File: config.mk
export PLATFORM = sky130hd
export DESIGN_NAME = ula_result_fifo_flat
export DESIGN_NICKNAME = d
export VERILOG_FILES = /design/src/rtl/ula_result_fifo_if.sv /design/src/rtl/ula_result_fifo.sv /design/src/flat_wrapper.sv
export SDC_FILE = /design/constraint.sdc
export NUM_CORES = 1
export LEC_CHECK = 0
export ABC_AREA = 1
export BUFFER_PORTS_ARGS = -buffer_cell sky130_fd_sc_hd__buf_2
export CORE_ASPECT_RATIO = 1.25
export CORE_MARGIN = 2
export CORE_UTILIZATION = 42
export DETAILED_ROUTE_END_ITERATION = 6
export PLACE_DENSITY = 0.65
export SETUP_SLACK_MARGIN = 0.15
export SYNTH_ARGS = -nofsm -noshare
export SYNTH_HDL_FRONTEND = slang
export SYNTH_SLANG_ARGS = --single-unit
File: constraint.sdc
create_clock -name clk -period 3.05 [get_ports clk]
set_input_delay 0 -clock clk [delete_from_list [all_inputs] [get_ports clk]]
set_output_delay 0 -clock clk [all_outputs]
set_load 0.1 [all_outputs]
File: src/rtl/ula_result_fifo_if.sv
// Handshake bundle between the ALU (producer), the result FIFO and its consumer.
interface ula_result_fifo_if #(
    parameter int DEPTH = 4,
    parameter int RES_W = 32
);
    localparam int LVL_W = $clog2(DEPTH) + 1;

    logic             in_valid;
    logic [RES_W-1:0] in_result;
    logic             in_carry;
    logic [4:0]       in_op;
    logic             out_valid;
    logic             out_ready;
    logic [RES_W-1:0] out_result;
    logic             out_carry;
    logic [4:0]       out_op;
    logic [7:0]       out_seq;
    logic [LVL_W-1:0] level;
    logic             full;
    logic             empty;
    logic             overflow;
    logic [7:0]       drop_cnt;
    logic             clr_overflow;

    modport master (
        output in_valid, in_result, in_carry, in_op, out_ready, clr_overflow,
        input  out_valid, out_result, out_carry, out_op, out_seq,
        input  level, full, empty, overflow, drop_cnt
    );

    modport slave (
        input  in_valid, in_result, in_carry, in_op, out_ready, clr_overflow,
        output out_valid, out_result, out_carry, out_op, out_seq,
        output level, full, empty, overflow, drop_cnt
    );
endinterface

File: src/rtl/ula_result_fifo.sv
// Circular result buffer behind the ALU: tags each result with a sequence number
// and records results dropped while full so the consumer can detect gaps.
module ula_result_fifo #(
    parameter int DEPTH = 4,
    parameter int RES_W = 32
) (
    input logic               clk,
    input logic               rst,
    ula_result_fifo_if.slave  bus
);
    localparam int PTR_W = $clog2(DEPTH);
    localparam int LVL_W = PTR_W + 1;

    typedef struct packed {
        logic [RES_W-1:0] result;
        logic             carry;
        logic [4:0]       op;
        logic [7:0]       seq;
    } entry_t;

    entry_t             mem_q [DEPTH];
    logic [PTR_W-1:0]   rd_q, rd_d, wr_q, wr_d;
    logic [LVL_W-1:0]   cnt_q, cnt_d;
    logic [7:0]         seq_q, seq_d;
    logic               ovf_q, ovf_d;
    logic [7:0]         drop_q, drop_d;
    logic               full, empty, push, pop, drop;
    entry_t             head, wr_ent;

    assign full  = (cnt_q == LVL_W'(DEPTH));
    assign empty = (cnt_q == '0);
    assign pop   = !empty && bus.out_ready;
    // A pop frees the head slot this edge, so a full buffer can still accept.
    assign push  = bus.in_valid && (!full || pop);
    assign drop  = bus.in_valid && full && !pop;

    assign wr_ent = '{result: bus.in_result, carry: bus.in_carry,
                      op: bus.in_op, seq: seq_q};

    always_comb begin
        rd_d   = rd_q;
        wr_d   = wr_q;
        cnt_d  = cnt_q;
        seq_d  = seq_q;
        ovf_d  = ovf_q;
        drop_d = drop_q;
        if (pop)  rd_d = rd_q + PTR_W'(1);
        if (push) wr_d = wr_q + PTR_W'(1);
        if (push && !pop)      cnt_d = cnt_q + LVL_W'(1);
        else if (pop && !push) cnt_d = cnt_q - LVL_W'(1);
        if (bus.in_valid) seq_d = seq_q + 8'd1;
        // A drop coinciding with a clear restarts the count at this drop.
        if (drop) begin
            ovf_d  = 1'b1;
            drop_d = bus.clr_overflow ? 8'd1 :
                     (drop_q == 8'hFF) ? drop_q : drop_q + 8'd1;
        end else if (bus.clr_overflow) begin
            ovf_d  = 1'b0;
            drop_d = 8'd0;
        end
    end

    always_ff @(posedge clk or negedge rst) begin
        if (!rst) begin
            rd_q   <= '0;
            wr_q   <= '0;
            cnt_q  <= '0;
            seq_q  <= '0;
            ovf_q  <= 1'b0;
            drop_q <= '0;
            for (int i = 0; i < DEPTH; i++) mem_q[i] <= '0;
        end else begin
            rd_q   <= rd_d;
            wr_q   <= wr_d;
            cnt_q  <= cnt_d;
            seq_q  <= seq_d;
            ovf_q  <= ovf_d;
            drop_q <= drop_d;
            if (push) mem_q[wr_q] <= wr_ent;
        end
    end

    assign head           = mem_q[rd_q];
    assign bus.out_valid  = !empty;
    assign bus.out_result = empty ? '0 : head.result;
    assign bus.out_carry  = empty ? 1'b0 : head.carry;
    assign bus.out_op     = empty ? 5'd0 : head.op;
    assign bus.out_seq    = empty ? 8'd0 : head.seq;
    assign bus.level      = cnt_q;
    assign bus.full       = full;
    assign bus.empty      = empty;
    assign bus.overflow   = ovf_q;
    assign bus.drop_cnt   = drop_q;
endmodule

File: src/flat_wrapper.sv
// flat-port wrapper written by rule: the top's interface ports become plain ports
module ula_result_fifo_flat 
#(
    parameter int DEPTH = 4,
    parameter int RES_W = 32
)
  (clk, rst, bus_in_valid, bus_in_result, bus_in_carry, bus_in_op, bus_out_ready, bus_clr_overflow, bus_out_valid, bus_out_result, bus_out_carry, bus_out_op, bus_out_seq, bus_level, bus_full, bus_empty, bus_overflow, bus_drop_cnt);
  ula_result_fifo_if #(.DEPTH(DEPTH), .RES_W(RES_W)) bus_i ();
  input logic clk;
  input logic rst;
  input wire logic [$bits(bus_i.in_valid)-1:0] bus_in_valid;
  input wire logic [$bits(bus_i.in_result)-1:0] bus_in_result;
  input wire logic [$bits(bus_i.in_carry)-1:0] bus_in_carry;
  input wire logic [$bits(bus_i.in_op)-1:0] bus_in_op;
  input wire logic [$bits(bus_i.out_ready)-1:0] bus_out_ready;
  input wire logic [$bits(bus_i.clr_overflow)-1:0] bus_clr_overflow;
  output wire logic [$bits(bus_i.out_valid)-1:0] bus_out_valid;
  output wire logic [$bits(bus_i.out_result)-1:0] bus_out_result;
  output wire logic [$bits(bus_i.out_carry)-1:0] bus_out_carry;
  output wire logic [$bits(bus_i.out_op)-1:0] bus_out_op;
  output wire logic [$bits(bus_i.out_seq)-1:0] bus_out_seq;
  output wire logic [$bits(bus_i.level)-1:0] bus_level;
  output wire logic [$bits(bus_i.full)-1:0] bus_full;
  output wire logic [$bits(bus_i.empty)-1:0] bus_empty;
  output wire logic [$bits(bus_i.overflow)-1:0] bus_overflow;
  output wire logic [$bits(bus_i.drop_cnt)-1:0] bus_drop_cnt;
  assign bus_i.in_valid = bus_in_valid;
  assign bus_i.in_result = bus_in_result;
  assign bus_i.in_carry = bus_in_carry;
  assign bus_i.in_op = bus_in_op;
  assign bus_i.out_ready = bus_out_ready;
  assign bus_i.clr_overflow = bus_clr_overflow;
  assign bus_out_valid = bus_i.out_valid;
  assign bus_out_result = bus_i.out_result;
  assign bus_out_carry = bus_i.out_carry;
  assign bus_out_op = bus_i.out_op;
  assign bus_out_seq = bus_i.out_seq;
  assign bus_level = bus_i.level;
  assign bus_full = bus_i.full;
  assign bus_empty = bus_i.empty;
  assign bus_overflow = bus_i.overflow;
  assign bus_drop_cnt = bus_i.drop_cnt;
  ula_result_fifo #(.DEPTH(DEPTH), .RES_W(RES_W)) u_core (.clk(clk), .rst(rst), .bus(bus_i));
endmodule
==> results.toml <==
[route]
viasPerCell = 5.007
ant_nets = 0
drt_wl_total_um = 26570
num_vias = 8562
drtPass1Iterations = 5
drc_errors = 0
first_iter_violations = 668
routedWlPerCell_um = 15.54

[placed_design]
gp_congestion = 0.7765
hpwl_um = 14760
portBuffers = 103
dp_slack_ns = 0.9127

[synthesis]
seq_area_frac_synth_pct = 53.19
syn_inst = 1291
synth_area_per_cell_um2 = 7.580
synth_nets = 1342
ys_seq_elements = 208
yosysWarnings = 0
synthTopCellsByArea = "dfrtp_1 (53%), nand2_1 (23%), nor2_1 (7.7%)"
synth.distinct_cells = 25
synth_top_area_cell = "dfrtp_1"
netlist_area_um2 = 9786
yosysTopAreaCellShare_pct = 53.19

[timing]
finalHoldViolCount = 0
setup_ws_ns = 0.5348
setup_viol = 0
rsz0062_at_grt = "no"
max_freq_ghz = 0.3976
drv_slew = 0
skew_ns = 0.01158
fin_crit_ns = 2.515
post-route-period-util_pct = 82.47
tightestPinTransition_ns = 1.015
slew-limit-headroom_pct = 32.25

[cts]
clockRootBuffer = "clkbuf_16"
ctsHtreeMaxLevel = 1
clk_path_buf_depth = 3
post_cts_buffers = 0
tritoncts = "yes"
cts_num_sinks = 208
cts.clk_slew.worst_paths_ns = 0.06
cts-resized-gates = 0
cts_hold_buffers = 42
cts_made_buffers = 22
clk_latency_ns = 0.51

[worst_setup_path]
crit_type = "reg2out"
worstSetupStartpoint = "u_core.bus.level[0]$_DFFE_PN0P_"
cp-start-kind = "register"
worstPathMaxFanout = 28
r2r_start = "u_core.bus.level[0]$_DFFE_PN0P_"
cp.arrival_ns = 2.52
cp-end-kind = "output pin"
cp_data_required_time_ns = 3.05

[global_routing]
first_global_vias = 8323
overflow = 0
antenna_found_initial = 0
grt_max_degree = 106
gr-usage-all-layers_pct = 21.99
grt_pass1_wl_um = 43660

[floorplan]
coreArea_um2 = 22960
dieWidth_um = 140.5
num_io_pins = 104
die-area_um2 = 24540
rows = 62
die_y_um = 174.7
initial_core_util_pct = 42.62

[min_path]
hold_class = "in2async"

[cells_and_area]
drive_gt1_share_pct = 15.54
num_antenna_cells = 0
area_delta_synth_final_pct = 21.89
nNetsFinal = 1457

[job]
drv_cap = 0

[outcome]
status = "finished, final reports clean"
## path summary, 6_finish.rpt
check / endpoint / slack [ns] / cells past startpoint
min: u_core.mem_q[101]$_DFFE_PN0P_ / 0.13 / 2
max in group asynchronous: u_core.mem_q[182]$_DFFE_PN0P_ / 1.97 / 3
min in group clk: u_core.mem_q[59]$_DFFE_PN0P_ / 0.28 / 4
max: bus_out_result[3] / 0.53 / 6
min reg2reg: u_core.mem_q[113]$_DFFE_PN0P_ / 0.46 / 2
max reg2reg: u_core.bus.level[1]$_DFFE_PN0P_ / 0.89 / 8
## worst max-delay path, cell delays in order, from the launching register on
cell	delay, ns
dfrtp_4	0.52
nor2_1	0.19
nand2_2	0.11
inv_2	0.47
buf_12	0.31
a21oi_2	0.08
buf_2	0.30
## flip-flops by register name, summed over array words and instances (netlist names)
| name | cells |
|---|---|
| u_core.bus.overflow | 1 |
| u_core.rd_q | 2 |
| u_core.wr_q | 2 |
| u_core.bus.drop_cnt | 8 |
| u_core.bus.level | 3 |
| u_core.mem_q | 184 |
| u_core.seq_q | 8 |
## cell families (layout without fill, tap and decap cells)
| family | Yosys count | in the layout | synth area share (%) |
|---|---|---|---|
| AOI/OAI and AO/OA | 148 | 148 | 7.569 |
| xor gates and xnor gates | 10 | 10 | 0.8951 |
| and+or+nand+nor | 819 | 819 | 32.57 |
| DFF | 208 | 208 | 53.19 |
| muxes | 2 | 2 | 0.2301 |
| adders and majority gates | 8 | 8 | 1.100 |
| buffers and inverters | 96 | 227 | 4.450 |
## layout by cell type (no fill, tap or decap), drive strengths merged
cell and instances:
ha 7, buf 118, nand3 10, clkbuf 36, nor3 3, a21oi 54, dlygate4sd3 42, nand3b 1
nor2 206, nand4 2, mux2 2, o21ai 94, fa 1, clkinv 4, dfrtp 208, nand2 597
inv 27, xor2 8, xnor2 2
## through the flow
| stage | utilization, % | hold slack (ns) | TNS [ns] | cells | area, um^2 |
|---|---|---|---|---|---|
| after floorplan | - | -0.2956 | -2.571 | 1291 | 9975 |
| after global placement | 46.94 | 0.1699 | 0 | 1628 | 10780 |
| after detailed placement | 46.94 | 0.1635 | 0 | 1628 | 10780 |
| after CTS | 51.95 | 0.1872 | 0 | 1710 | 11930 |
| after global routing | 51.95 | 0.1992 | 0 | 1710 | 11930 |
| final | 51.95 | 0.1333 | 0 | 1710 | 11930 |
## layout make-up
type | instances | area, um^2
fillers | 2278 | 11030
flip-flops and latches | 208 | 5216
multi-input cells | 987 | 4339
repair buffers | 161 | 1175
clock buffers | 35 | 700.7
well taps | 288 | 360.3
inverters | 26 | 107.6
clock inverters | 5 | 28.78
## per-layer routing
metal | vias up | track usage, % | routed length [um] | share of wire, %
met1 | 4121 | 29.25 | 11750 | 44
met5 | - | 0 | 0 | 0
met2 | 189 | 38.56 | 13370 | 50
met3 | 22 | 2.686 | 1065 | 4.0
li1 | 4230 | - | - | -
met4 | 0 | 5.333 | 382 | 1.4
## cells in the mapped netlist (all sizes together)
| master | number |
|---|---|
| a21oi | 54 |
| buf | 51 |
| clkbuf | 19 |
| dfrtp | 208 |
| fa | 1 |
| ha | 7 |
| inv | 26 |
| mux2 | 2 |
| nand2 | 597 |
| nand3 | 10 |
| nand3b | 1 |
| nand4 | 2 |
| nor2 | 206 |
| nor3 | 3 |
| o21ai | 94 |
| xnor2 | 2 |
| xor2 | 8 |
Power is left out: the tool's default activity adds up to more than one toggle a clock period on the data nets, which glitch-free logic cannot reach.
